--- config.mk ---
export PLATFORM = sky130hd
export DESIGN_NAME = ps_lane_tx_scheduler
export DESIGN_NICKNAME = d
export VERILOG_FILES = /design/src/rtl/ps_lane_tx_scheduler.sv
export SDC_FILE = /design/constraint.sdc
export NUM_CORES = 1
export LEC_CHECK = 0
export ABC_AREA = 1
export BUFFER_PORTS_ARGS = -buffer_cell sky130_fd_sc_hd__buf_4
export CORE_MARGIN = 4
export CORE_UTILIZATION = 40
export CTS_CLUSTER_SIZE = 40
export DETAILED_ROUTE_END_ITERATION = 12
export GPL_TIMING_DRIVEN = 0
export PLACE_DENSITY = 0.65
export SYNTH_ARGS = -nofsm -noshare
export SYNTH_HDL_FRONTEND = slang
export SYNTH_SLANG_ARGS = --single-unit
--- constraint.sdc ---
create_clock -name clk_4f -period 1.5 [get_ports clk_4f]
set_input_delay 0.075 -clock clk_4f [delete_from_list [all_inputs] [get_ports clk_4f]]
set_output_delay 0.075 -clock clk_4f [all_outputs]
set_load 0.02 [all_outputs]
--- src/rtl/ps_lane_tx_scheduler.sv ---
// Lane TX byte sequencer: idle COM fill, COM sync burst on activation, then drains a show-ahead FIFO.
// Latency 1 cycle fifo_data->data_out; fifo_pop is combinational and never asserts when active=0.
// Optional skip-symbol insertion is enabled by defining PS_SKP_INSERT_EN.
module ps_lane_tx_scheduler #(
    parameter int            DW           = 8,
    parameter int            SYNC_LEN     = 4,
    parameter int            IDL_THR      = 2,
    parameter logic [DW-1:0] COM          = 8'hBC,
    parameter logic [DW-1:0] SKP          = 8'h1C,
    parameter int            SKP_INTERVAL = 16
) (
    input  logic          clk_4f,
    input  logic          reset_L,
    input  logic          active,
    input  logic          fifo_empty,
    input  logic [DW-1:0] fifo_data,
    output logic          fifo_pop,
    output logic [DW-1:0] data_out,
    output logic          valid_out,
    output logic          IDL,
    output logic [1:0]    state
);

    localparam int MAX_AB = (SYNC_LEN > IDL_THR) ? SYNC_LEN : IDL_THR;
    localparam int MAXP   = (MAX_AB > SKP_INTERVAL) ? MAX_AB : SKP_INTERVAL;
    localparam int CW     = $clog2(MAXP) + 1;
    localparam logic [CW-1:0] SYNC_LAST = CW'(SYNC_LEN - 1);
    localparam logic [CW-1:0] IDL_LIM   = CW'(IDL_THR);

    typedef enum logic [1:0] {
        ST_RESET = 2'd0,
        ST_IDLE  = 2'd1,
        ST_SYNC  = 2'd2,
        ST_DATA  = 2'd3
    } state_t;

    state_t        cur_state;
    state_t        nxt_state;
    logic [CW-1:0] sync_cnt;
    logic [CW-1:0] sync_nxt;
    logic [CW-1:0] empty_cnt;
    logic [CW-1:0] empty_nxt;
    logic [CW-1:0] empty_inc;
    logic [DW-1:0] data_nxt;
    logic          valid_nxt;
    logic          idl_nxt;
    logic          skip_due;

    function automatic logic [CW-1:0] sat_inc(input logic [CW-1:0] v);
        return (v == {CW{1'b1}}) ? v : v + CW'(1);
    endfunction

`ifdef PS_SKP_INSERT_EN
    localparam logic [CW-1:0] SKP_LAST = CW'(SKP_INTERVAL);
    logic [CW-1:0] skip_cnt;
    logic [CW-1:0] skip_nxt;

    assign skip_due = (cur_state == ST_DATA) && (skip_cnt == SKP_LAST);

    // Counts popped bytes only; cleared whenever the lane is not in DATA.
    always_comb begin
        skip_nxt = '0;
        if (cur_state == ST_DATA && active) begin
            if (skip_due)      skip_nxt = '0;
            else if (fifo_pop) skip_nxt = sat_inc(skip_cnt);
            else               skip_nxt = skip_cnt;
        end
    end

    always_ff @(posedge clk_4f or negedge reset_L) begin
        if (!reset_L) skip_cnt <= '0;
        else          skip_cnt <= skip_nxt;
    end
`else
    assign skip_due = 1'b0;
`endif

    always_ff @(posedge clk_4f or negedge reset_L) begin
        if (!reset_L) begin
            cur_state <= ST_RESET;
            data_out  <= '0;
            valid_out <= 1'b0;
            IDL       <= 1'b1;
            sync_cnt  <= '0;
            empty_cnt <= '0;
        end else begin
            cur_state <= nxt_state;
            data_out  <= data_nxt;
            valid_out <= valid_nxt;
            IDL       <= idl_nxt;
            sync_cnt  <= sync_nxt;
            empty_cnt <= empty_nxt;
        end
    end

    always_comb begin
        nxt_state = cur_state;
        case (cur_state)
            ST_RESET: nxt_state = ST_IDLE;
            ST_IDLE:  nxt_state = active ? ST_SYNC : ST_IDLE;
            ST_SYNC:  nxt_state = !active ? ST_IDLE :
                                  (sync_cnt == SYNC_LAST) ? ST_DATA : ST_SYNC;
            ST_DATA:  nxt_state = active ? ST_DATA : ST_IDLE;
            default:  nxt_state = ST_RESET;
        endcase
    end

    // Defaults are the idle-fill outputs; leaving SYNC/DATA on active=0 falls through to them.
    always_comb begin
        fifo_pop  = 1'b0;
        data_nxt  = COM;
        valid_nxt = 1'b0;
        idl_nxt   = 1'b1;
        sync_nxt  = '0;
        empty_nxt = '0;
        empty_inc = sat_inc(empty_cnt);
        case (cur_state)
            ST_RESET: data_nxt = '0;
            ST_SYNC: begin
                if (active) begin
                    valid_nxt = 1'b1;
                    sync_nxt  = sat_inc(sync_cnt);
                end
            end
            ST_DATA: begin
                if (active) begin
                    if (skip_due) begin
                        data_nxt  = SKP;
                        valid_nxt = 1'b1;
                        idl_nxt   = IDL;
                        empty_nxt = empty_cnt;
                    end else if (!fifo_empty) begin
                        fifo_pop  = 1'b1;
                        data_nxt  = fifo_data;
                        valid_nxt = 1'b1;
                        idl_nxt   = 1'b0;
                    end else begin
                        empty_nxt = empty_inc;
                        idl_nxt   = (empty_inc >= IDL_LIM) ? 1'b1 : IDL;
                    end
                end
            end
            default: ;
        endcase
    end

    assign state = cur_state;

endmodule

==> run_results.csv, run 1 <==
group,metric,value,unit
detailed_routing,drt-met1-wl,942,µm
flow_run,drv.max_cap_violation_count,0,
cells_and_area,diodes,0,
cells_and_area,nNetsFinal,178,
sta,fin_skew,0.005313,ns
sta,rsz0062_at_grt,"false",
detailed_routing,drc,0,
detailed_routing,wl_per_cell,11.95,µm
detailed_routing,vias,887,
global_route,grt_pass1_vias,858,
synth,synthCells,112,
cells_and_area,most-common-layout-cells,"buf_4, dfrtp_1, nor2_1",
global_route,grt_max_degree,23,
cells_and_area,final_util,60.14,%
sta,fin_crit,1.391,ns
cells_and_area,final_common_cell,"buf_4",
detailed_routing,routed_via_density,4.743,
synth,ys_types,20,
clocking,cts.sinks,22,
cells_and_area,drive_gt1_share,29.30,%
sta,worst_pin_slew,0.3449,ns
clocking,cts_tree,"done",
pwr,vdd_ir_drop_max,1.040,mV
cells_and_area,final_cells,187,
floorplan,start_util,41.95,%
pwr,totalPowerFinal,1.960,mW
cells_and_area,area_growth,43.38,%
setup_path,critPathArrivalTime,1.59,ns
detailed_routing,wl_met3,116,µm
setup_path,r2r_slack,0.11,ns
sta,maxSlewViolCount,0,
detailed_routing,ant_nets,0,
placement,routabilityCongestion,0.7630,
pwr,power_leakage,0.7231,nW
sta,hold_viol_final,0,
setup_path,rr_worst_depth,8,
detailed_routing,routed.top_layer,"met4",
global_route,grt_overflow_total,0,
synth,syn_area,1030,µm²
synth,synth_area_per_cell,9.194,µm²
sta,setup_viol,0,
synth,synth-seq-cells,22,
clocking,cts-root-buf,"clkbuf_4",
sta,period_share,92.74,%
pwr,p_per_area,1328,nW/µm²
clocking,cts_buffers,3,
synth,synth_top_area_share,51.03,%
detailed_routing,drt_wl_total,2.234,mm
sta,maxSlewHeadroom,76.92,%
setup_path,critical_path_depth,8,
setup_path,path_cells,"ha_2, nand2_1, nor2_1, ha_2, inv_2, nand4_1, xor2_1, nor2_1",
floorplan,die_x,58.74,µm
floorplan,std_cell_rows,18,
setup_path,cp_slowest_stage_delay,0.37,ns
floorplan,chipHeight,58.74,µm
clocking,clk_pin_slew,0.12,ns
setup_path,path_buf_inv,1,
setup_path,path_class,"reg -> reg",
placement,io_buffer_count,24,
setup_path,critPathSlowestCell,"dfrtp_1",
detailed_routing,drt_iter0_drc,16,
global_route,grt_pass1_wl,3.643,mm
placement,dp.final_hpwl,1.531,mm
synth,synthTopCellsByArea,"dfrtp_1, ha_1, nor2_1",
floorplan,dieArea,3450,µm²
placement,placed_cells,166,
detailed_routing,first_pass_iters,4,
sta,tns,0,ns
setup_path,crit_path_start_kind,"flop",
setup_path,crit_required,1.70,ns
worst_hold_path,hold_path_depth,3,
floorplan,ios,25,
worst_hold_path,hold_class,"in -> reg",
synth,yosys_warnings,0,
run_status,status,"finished, final reports clean",
clocking,max-clock-path-buffers,2,
synth,syn_nets,132,
clocking,clkLatencyLatePin,0.31,ns
global_route,antenna_found_initial,0,
floorplan,core,2455,µm²
synth,ys_seq_area_share,53.58,%
detailed_routing,routed-wl-met2,1.161,mm
global_route,grt_use_total,13.82,%
setup_path,crit_path_end_kind,"flop",
synth,yosysTopAreaCell,"dfrtp_1",
sta,maxClockFrequency,0.7189,GHz
clocking,cts_max_level,1,
setup_path,crit_fanout,4,
setup_path,cpLargestDelayFamily,"adder cells",
-- power by group --
part           switching (mW)  internal (mW)  total [mW]
combinational           0.415          0.329       0.744
sequential             0.0599          0.706       0.766
clock                   0.180          0.270       0.450
-- flip-flops by register name, summed over array words and instances, names as in the netlist --
register and count:
empty_cnt 5, data_out 8, sync_cnt 5, state 2, IDL 1, valid_out 1
-- final timing paths --
path | from | end
setup / recovery | sync_cnt[0]$_DFFE_PN0P_ | sync_cnt[3]$_DFFE_PN0P_
hold / removal | active | state[1]$_DFF_PN0_
setup reg to reg | sync_cnt[0]$_DFFE_PN0P_ | sync_cnt[3]$_DFFE_PN0P_
hold reg to reg | empty_cnt[0]$_DFF_PN0_ | empty_cnt[0]$_DFF_PN0_
max in group asynchronous | reset_L | IDL$_DFFE_PN1P_
min in group asynchronous | reset_L | data_out[6]$_DFF_PN0_
-- area by class of cell --
| cell class | count | area (µm²) |
|---|---|---|
| fill | 209 | 978.4 |
| clock inverter | 1 | 30.03 |
| timing repair buffer | 41 | 332.8 |
| sequential | 22 | 553.0 |
| clock buffer | 3 | 22.52 |
| multi-input combinational | 73 | 436.7 |
| tap | 30 | 37.54 |
| inverter | 17 | 63.81 |
-- worst min-delay path, cell delays in order --
cell,delay [ns]
buf_4,0.12
inv_1,0.09
nor3_1,0.06
-- cell usage after synthesis, drive strengths merged --
library cell	count
inv	16
clkinv	1
a211oi	1
nor3	4
dfrtp	21
dfstp	1
nand3	4
nor2	21
ha	8
o21ai	3
a21oi	6
nand4	4
a31oi	1
nor4	1
nand2	18
xor2	2
-- kinds of logic (layout without fill, tap and decap cells) --
group | after synthesis | after routing | synth area share (%)
adders and majority gates | 8 | 8 | 9.721
DFF | 22 | 22 | 53.58
and+or+nand+nor | 52 | 52 | 22.72
xor gates and xnor gates | 2 | 2 | 1.701
buffers and inverters | 17 | 62 | 6.197
AOI/OAI and AO/OA | 11 | 11 | 6.076
-- stage by stage --
stage,setup WS (ns),hold slack [ns],area (µm²)
2_1_floorplan,0.08255,-0.2206,1030
3_3_place_gp,-0.01881,-0.02371,1247
3_5_place_dp,-0.04412,-0.02132,1247
4_1_cts,0.008146,0.001348,1408
5_1_grt,0.004480,0.06723,1476
6_report,0.1089,0.08051,1476
-- metal layers --
metal	GRT usage [%]	vias to the layer above
li1	-	448
met1	16.87	422
met2	23.34	15
met3	3.070	2
met4	5.825	0
met5	0	-
-- timing repair --
| item | in CTS | in global routing |
|---|---|---|
| endpoints found under the hold margin | 30 | 1 |
| setup buffers | 2 | 5 |
| gates resized for setup | 1 | 6 |
| pin swaps | 1 | 4 |
| hold buffers | 9 | 1 |
| setup endpoints to repair | 1 | 6 |
No activity file was read; power rests on OpenSTA's default activity.
==> run 2: changes to the inputs <==
==> constraint.sdc (replaced) <==
create_clock -name clk_4f -period 1.15 [get_ports clk_4f]
set_input_delay 0.0575 -clock clk_4f [delete_from_list [all_inputs] [get_ports clk_4f]]
set_output_delay 0.0575 -clock clk_4f [all_outputs]
set_load 0.02 [all_outputs]
==> run 2 against run 1 <==
  * The flow now finishes with violations (negative setup slack)
  * Count of clock-buffer cells in the layout rose by 1
  * Worst setup slack got worse by 0.37 ns
  * Routed wire length rose by 13%
  * Combinational power rose by 71%
  * Cell area rose by 11%
  * Die area did not move
  * Register-to-register slack got worse by 0.37 ns
  * Maximum frequency fell by 1.1%
  * Critical path type unchanged
==> run_results.csv, run 2 (synthesis results as in run 1) <==
group,metric,value,unit
detailed_routing,wl_per_cell,13.01,µm
cells_and_area,diodes,0,
detailed_routing,routed_via_density,4.789,
floorplan,ios,25,
setup_path,startpoint,"sync_cnt[1]$_DFFE_PN0P_",
pwr,seqPwrFrac,37.9,%
setup_path,crit_fanout,4,
clocking,cts-root-buf,"clkbuf_4",
pwr,p_sw_share,37.78,%
clocking,cts.sinks,22,
sta,hold_viol_final,0,
placement,routabilityCongestion,0.7891,
global_route,top_usage_layer,"met2",
cells_and_area,largest_reg_flops,8,
pwr,pwr-share-clk,14.3,%
setup_path,critPathArrivalTime,1.62,ns
pwr,internal-power,1.646,mW
pwr,vdd_ir_drop_max,1.197,mV
setup_path,crit_path_end_kind,"flop",
cells_and_area,largestRegisters,"data_out: 8 flops, empty_cnt: 5 flops, sync_cnt: 5 flops",
floorplan,core,2455,µm²
global_route,grt_pass1_vias,933,
global_route,antenna_found_initial,0,
pwr,p_per_area,1614,nW/µm²
detailed_routing,drc,0,
detailed_routing,first_pass_iters,4,
setup_path,rr_endpoint,"sync_cnt[2]$_DFFE_PN0P_",
setup_path,critical_path_depth,7,
setup_path,cpLargestDelayFamily,"flip-flops",
setup_path,crit_path_end,"sync_cnt[2]$_DFFE_PN0P_",
cells_and_area,final_cells,194,
sta,fin_skew,0.005016,ns
placement,placed_cell_area,1282,µm²
clocking,cts_max_level,1,
detailed_routing,ant_nets,0,
global_route,grt_use_met3,5.702,%
pwr,power_switching,999.2,µW
worst_hold_path,hp-start,"active",
setup_path,cp_slowest_stage_delay,0.40,ns
setup_path,rr_worst_depth,7,
setup_path,path_class,"reg -> reg",
clocking,cts_buffers,3,
cells_and_area,most-common-layout-cells,"buf_4, dfrtp_1, nand2_1",
global_route,grt_use_total,16.16,%
global_route,grt_overflow_total,0,
sta,maxSlewViolCount,0,
flow_run,drv.max_cap_violation_count,0,
pwr,power_leakage,0.7684,nW
cells_and_area,regMostFlops,"data_out",
pwr,combPwrFrac,47.9,%
floorplan,std_cell_rows,18,
detailed_routing,drt_iter0_drc,38,
global_route,grt_use_met2,27.60,%
sta,rsz0062_at_grt,"true",
cells_and_area,final_common_cell,"buf_4",
cells_and_area,num-fill-cells,183,
clocking,max-clock-path-buffers,2,
clocking,clkLatencyLatePin,0.31,ns
placement,placed_cells,166,
worst_hold_path,hold_class,"in -> reg",
cells_and_area,area_growth,59.17,%
setup_path,r2r_slack,-0.26,ns
run_status,status,"complete, but fails checks",
floorplan,chipHeight,58.74,µm
sta,maxClockFrequency,0.7108,GHz
detailed_routing,drt_wl_total,2.524,mm
placement,io_buffer_count,24,
global_route,met1_usage,18.16,%
global_route,grt_max_degree,23,
placement,dp.final_hpwl,1.572,mm
clocking,clk_pin_slew,0.12,ns
setup_path,path_buf_inv,1,
cells_and_area,drive_gt1_share,44.51,%
sta,hold-worst-slack,0.05862,ns
sta,fin_crit,1.407,ns
run_status,violations,"negative setup slack",
setup_path,path_cells,"ha_2, nand2_1, nor2_1, ha_2, buf_4, nor3_1, nor3_1",
floorplan,dieArea,3450,µm²
cells_and_area,stdcell_area,1639,µm²
setup_path,critPathSlowestCell,"dfrtp_1",
sta,maxSlewHeadroom,81.17,%
placement,post-place-ws,-0.2923,ns
floorplan,start_util,41.95,%
clocking,cts_tree,"done",
sta,tns,-1.686,ns
pwr,totalPowerFinal,2.645,mW
global_route,grt_pass1_wl,4.126,mm
setup_path,crit_required,1.36,ns
sta,period_share,122.3,%
cells_and_area,final_util,66.77,%
floorplan,die_x,58.74,µm
setup_path,r2r_start,"sync_cnt[1]$_DFFE_PN0P_",
detailed_routing,vias,929,
sta,setup_slack,-0.2569,ns
sta,worst_pin_slew,0.2824,ns
cells_and_area,nNetsFinal,185,
setup_path,crit_path_start_kind,"flop",
sta,setup_viol,15,
run 2: power by group through the flow:
stage / combinational, mW / sequential [mW] / clock (mW)
finish: 1.27 / 1.00 / 0.377
global route: 1.36 / 1.02 / 0.426
CTS: 1.10 / 0.996 / 0.388
detailed placement: 0.886 / 1.03 / 0
global placement: 0.871 / 1.03 / 0
floorplan: 0.374 / 1.19 / 0
run 2: worst min path at each step:
stage | endpoint | slack (ns) | cells after the start
after floorplan | data_out[0]$_DFF_PN0_ | -0.24 | 0
after global placement | sync_cnt[2]$_DFFE_PN0P_ | -0.04 | 1
after detailed placement | empty_cnt[2]$_DFF_PN0_ | -0.04 | 1
after CTS | valid_out$_DFF_PN0_ | 0.05 | 3
after global routing | state[1]$_DFF_PN0_ | 0.06 | 3
final | valid_out$_DFF_PN0_ | 0.06 | 3
run 2: cell type report:
type | instances | area [µm²] | share of cell area (%)
flip-flops and latches | 22 | 554.3 | 33.82
repair buffers | 48 | 401.6 | 24.50
well taps | 30 | 37.54 | 2.290
inverters | 17 | 76.32 | 4.656
multi-input cells | 73 | 543.0 | 33.13
clock buffers | 4 | 26.28 | 1.603
run 2: what timing repair did:
item	in CTS	in global routing
setup endpoints to repair	14	20
buffers inserted	10	5
resized for setup	16	18
endpoints found under the hold margin	30	0
pin swaps	10	11
hold buffers	9	0
run 2: worst reg2reg max path: cells and delay by family (launching register included):
kind | cells | cell delay, ns
simple gates | 4 | 0.38
fa+ha+maj | 2 | 0.40
buf+inv | 1 | 0.13
flops | 1 | 0.40
run 2: per-layer routing:
layer | up-vias | routed length (µm)
li1 | 460 | -
met1 | 443 | 987
met2 | 19 | 1352
met3 | 7 | 135
met4 | 0 | 48
met5 | - | 0
==> run 3: changes to the inputs <==
--- a/config.mk
+++ b/config.mk
@@ -12,7 +12,7 @@
 export CTS_CLUSTER_SIZE = 40
 export DETAILED_ROUTE_END_ITERATION = 12
 export GPL_TIMING_DRIVEN = 0
-export PLACE_DENSITY = 0.65
+export PLACE_DENSITY = 0.63
 export SYNTH_ARGS = -nofsm -noshare
 export SYNTH_HDL_FRONTEND = slang
 export SYNTH_SLANG_ARGS = --single-unit
==> run 3 against run 2 <==
  * Critical path depth unchanged
  * Flip-flop and latch count unchanged
  * The flow still finishes with violations (negative setup slack)
  * Global-route usage down 0.052 points
  * Clock power rose by 59%
  * Largest power group unchanged
  * Critical endpoint unchanged
  * Utilization is 3.5 points higher
  * Register-to-register slack improved by 0.02 ns
  * Largest cell class is now multi-input combinational cells
  * Routed wire length increased by 8.8%
  * Critical path type unchanged
  * Via count is 1.7% higher
==> run_results.csv, run 3 (synthesis results as in run 1) <==
group,metric,value,unit
setup_path,cp_slowest_stage_delay,0.38,ns
cells_and_area,largestRegisters,"data_out: 8 flops, empty_cnt: 5 flops, sync_cnt: 5 flops",
clocking,cts_tree,"done",
sta,worst_pin_slew,0.3037,ns
floorplan,std_cell_rows,18,
clocking,clkLatencyLatePin,0.31,ns
floorplan,ios,25,
cells_and_area,nNetsFinal,187,
pwr,power_leakage,0.8059,nW
floorplan,chipHeight,58.74,µm
clocking,cts_buffers,3,
detailed_routing,vias,945,
detailed_routing,drc,0,
setup_path,crit_required,1.37,ns
cells_and_area,area_growth,67.44,%
cells_and_area,regMostFlops,"data_out",
floorplan,start_util,41.95,%
cells_and_area,largest_reg_flops,8,
run_status,violations,"negative setup slack",
setup_path,crit_fanout,3,
sta,fin_crit,1.390,ns
detailed_routing,ant_nets,0,
worst_hold_path,hp-start,"active",
sta,fin_skew,0.002764,ns
setup_path,r2r_start,"sync_cnt[1]$_DFFE_PN0P_",
setup_path,critPathArrivalTime,1.61,ns
pwr,vdd_ir_drop_max,1.459,mV
setup_path,critical_path_depth,7,
setup_path,crit_path_start_kind,"flop",
detailed_routing,routed_via_density,4.821,
placement,io_buffer_count,24,
worst_hold_path,hold_class,"in -> reg",
clocking,cts_max_level,1,
global_route,grt_overflow_total,0,
clocking,cts.sinks,22,
setup_path,crit_path_end_kind,"flop",
floorplan,core,2455,µm²
global_route,antenna_found_initial,0,
detailed_routing,wl_per_cell,14.01,µm
sta,setup_slack,-0.2396,ns
placement,placed_cells,166,
setup_path,critPathSlowestCell,"dfrtp_1",
global_route,grt_use_total,16.11,%
setup_path,rr_endpoint,"sync_cnt[2]$_DFFE_PN0P_",
placement,routabilityCongestion,0.8037,
cells_and_area,final_common_cell,"buf_4",
setup_path,cpLargestDelayFamily,"simple AND/OR/NAND/NOR gates",
sta,maxClockFrequency,0.7196,GHz
run_status,status,"complete, but fails checks",
clocking,max-clock-path-buffers,2,
placement,post-place-ws,-0.2834,ns
sta,period_share,120.8,%
pwr,p_per_area,1730,nW/µm²
detailed_routing,first_pass_iters,4,
placement,dp.final_hpwl,1.514,mm
sta,setup_viol,14,
floorplan,dieArea,3450,µm²
flow_run,drv.max_cap_violation_count,0,
cells_and_area,diodes,0,
cells_and_area,most-common-layout-cells,"buf_4, dfrtp_1, nand2_1",
cells_and_area,num-fill-cells,163,
detailed_routing,drt_wl_total,2.746,mm
sta,maxSlewViolCount,0,
sta,maxSlewHeadroom,79.57,%
setup_path,path_buf_inv,1,
clocking,cts-root-buf,"clkbuf_4",
worst_hold_path,hold_path_depth,3,
sta,hold-worst-slack,0.04734,ns
setup_path,r2r_slack,-0.24,ns
setup_path,rr_worst_depth,7,
setup_path,path_class,"reg -> reg",
global_route,grt_max_degree,23,
cells_and_area,final_cells,196,
worst_hold_path,hold_end,"sync_cnt[4]$_DFFE_PN0P_",
sta,rsz0062_at_grt,"true",
clocking,clk_pin_slew,0.13,ns
global_route,grt_pass1_vias,954,
cells_and_area,drive_gt1_share,46.99,%
detailed_routing,drt_iter0_drc,36,
setup_path,path_cells,"ha_2, nand2_2, nor2_4, ha_4, buf_4, nor3_2, nor3_1",
sta,hold_viol_final,0,
floorplan,die_x,58.74,µm
sta,tns,-1.910,ns
global_route,grt_pass1_wl,4.319,mm
[run 3: stage by stage]
stage	total power [mW]	cell area, µm²	util [%]
final	2.983	1724	70.23
after global routing	3.151	1724	70.23
after CTS	2.707	1551	63.20
after detailed placement	1.927	1282	52.24
after global placement	1.899	1282	52.24
after floorplan	1.566	1065	-
[run 3: final cells by class]
type / count / area (µm²) / share of cell area [%]
repair buffers: 50 / 426.7 / 24.75
clock inverters: 1 / 30.03 / 1.742
inverters: 17 / 73.82 / 4.282
clock buffers: 3 / 22.52 / 1.306
multi-input cells: 73 / 579.3 / 33.60
well taps: 30 / 37.54 / 2.177
flip-flops and latches: 22 / 554.3 / 32.15
[run 3: repair_timing]
item                       4_1_cts  5_1_grt
buffers inserted                11        5
pin swaps                        8        8
hold buffers                    10        0
hold endpoints to repair        30        0
resized for setup               10       35
setup endpoints to repair       15       20
[run 3: worst reg2reg max path, delay by kind of cell (launching register included)]
family                   cells  cell delay (ns)
adder cells (fa/ha/maj)      2             0.36
buffers and inverters        1             0.12
flip-flops                   1             0.38
AND/OR/NAND/NOR              4             0.43
[run 3: worst max path at each step]
stage,from,end,slack [ns]
after CTS,sync_cnt[1]$_DFFE_PN0P_,sync_cnt[3]$_DFFE_PN0P_,-0.21
after floorplan,sync_cnt[0]$_DFFE_PN0P_,sync_cnt[3]$_DFFE_PN0P_,-0.17
after global routing,sync_cnt[1]$_DFFE_PN0P_,state[0]$_DFF_PN0_,-0.34
after global placement,sync_cnt[0]$_DFFE_PN0P_,sync_cnt[3]$_DFFE_PN0P_,-0.27
final,sync_cnt[1]$_DFFE_PN0P_,sync_cnt[2]$_DFFE_PN0P_,-0.24
after detailed placement,sync_cnt[0]$_DFFE_PN0P_,sync_cnt[3]$_DFFE_PN0P_,-0.28
[run 3: where the power goes]
part           switching, mW  total, mW  internal (mW)
Sequential            0.0815       1.01          0.925
Clock                  0.248      0.600          0.352
Combinational          0.725       1.38          0.652
Total                   1.05       2.98           1.93
[run 3: metal layers]
| layer | part of all wire, % | GRT usage (%) | routed length [µm] | vias up |
|---|---|---|---|---|
| li1 | - | - | - | 467 |
| met1 | 40 | 20.33 | 1109 | 456 |
| met2 | 55 | 26.97 | 1508 | 20 |
| met3 | 4.1 | 3.289 | 112 | 2 |
| met4 | 0.55 | 6.149 | 15 | 0 |
| met5 | 0 | 0 | 0 | - |
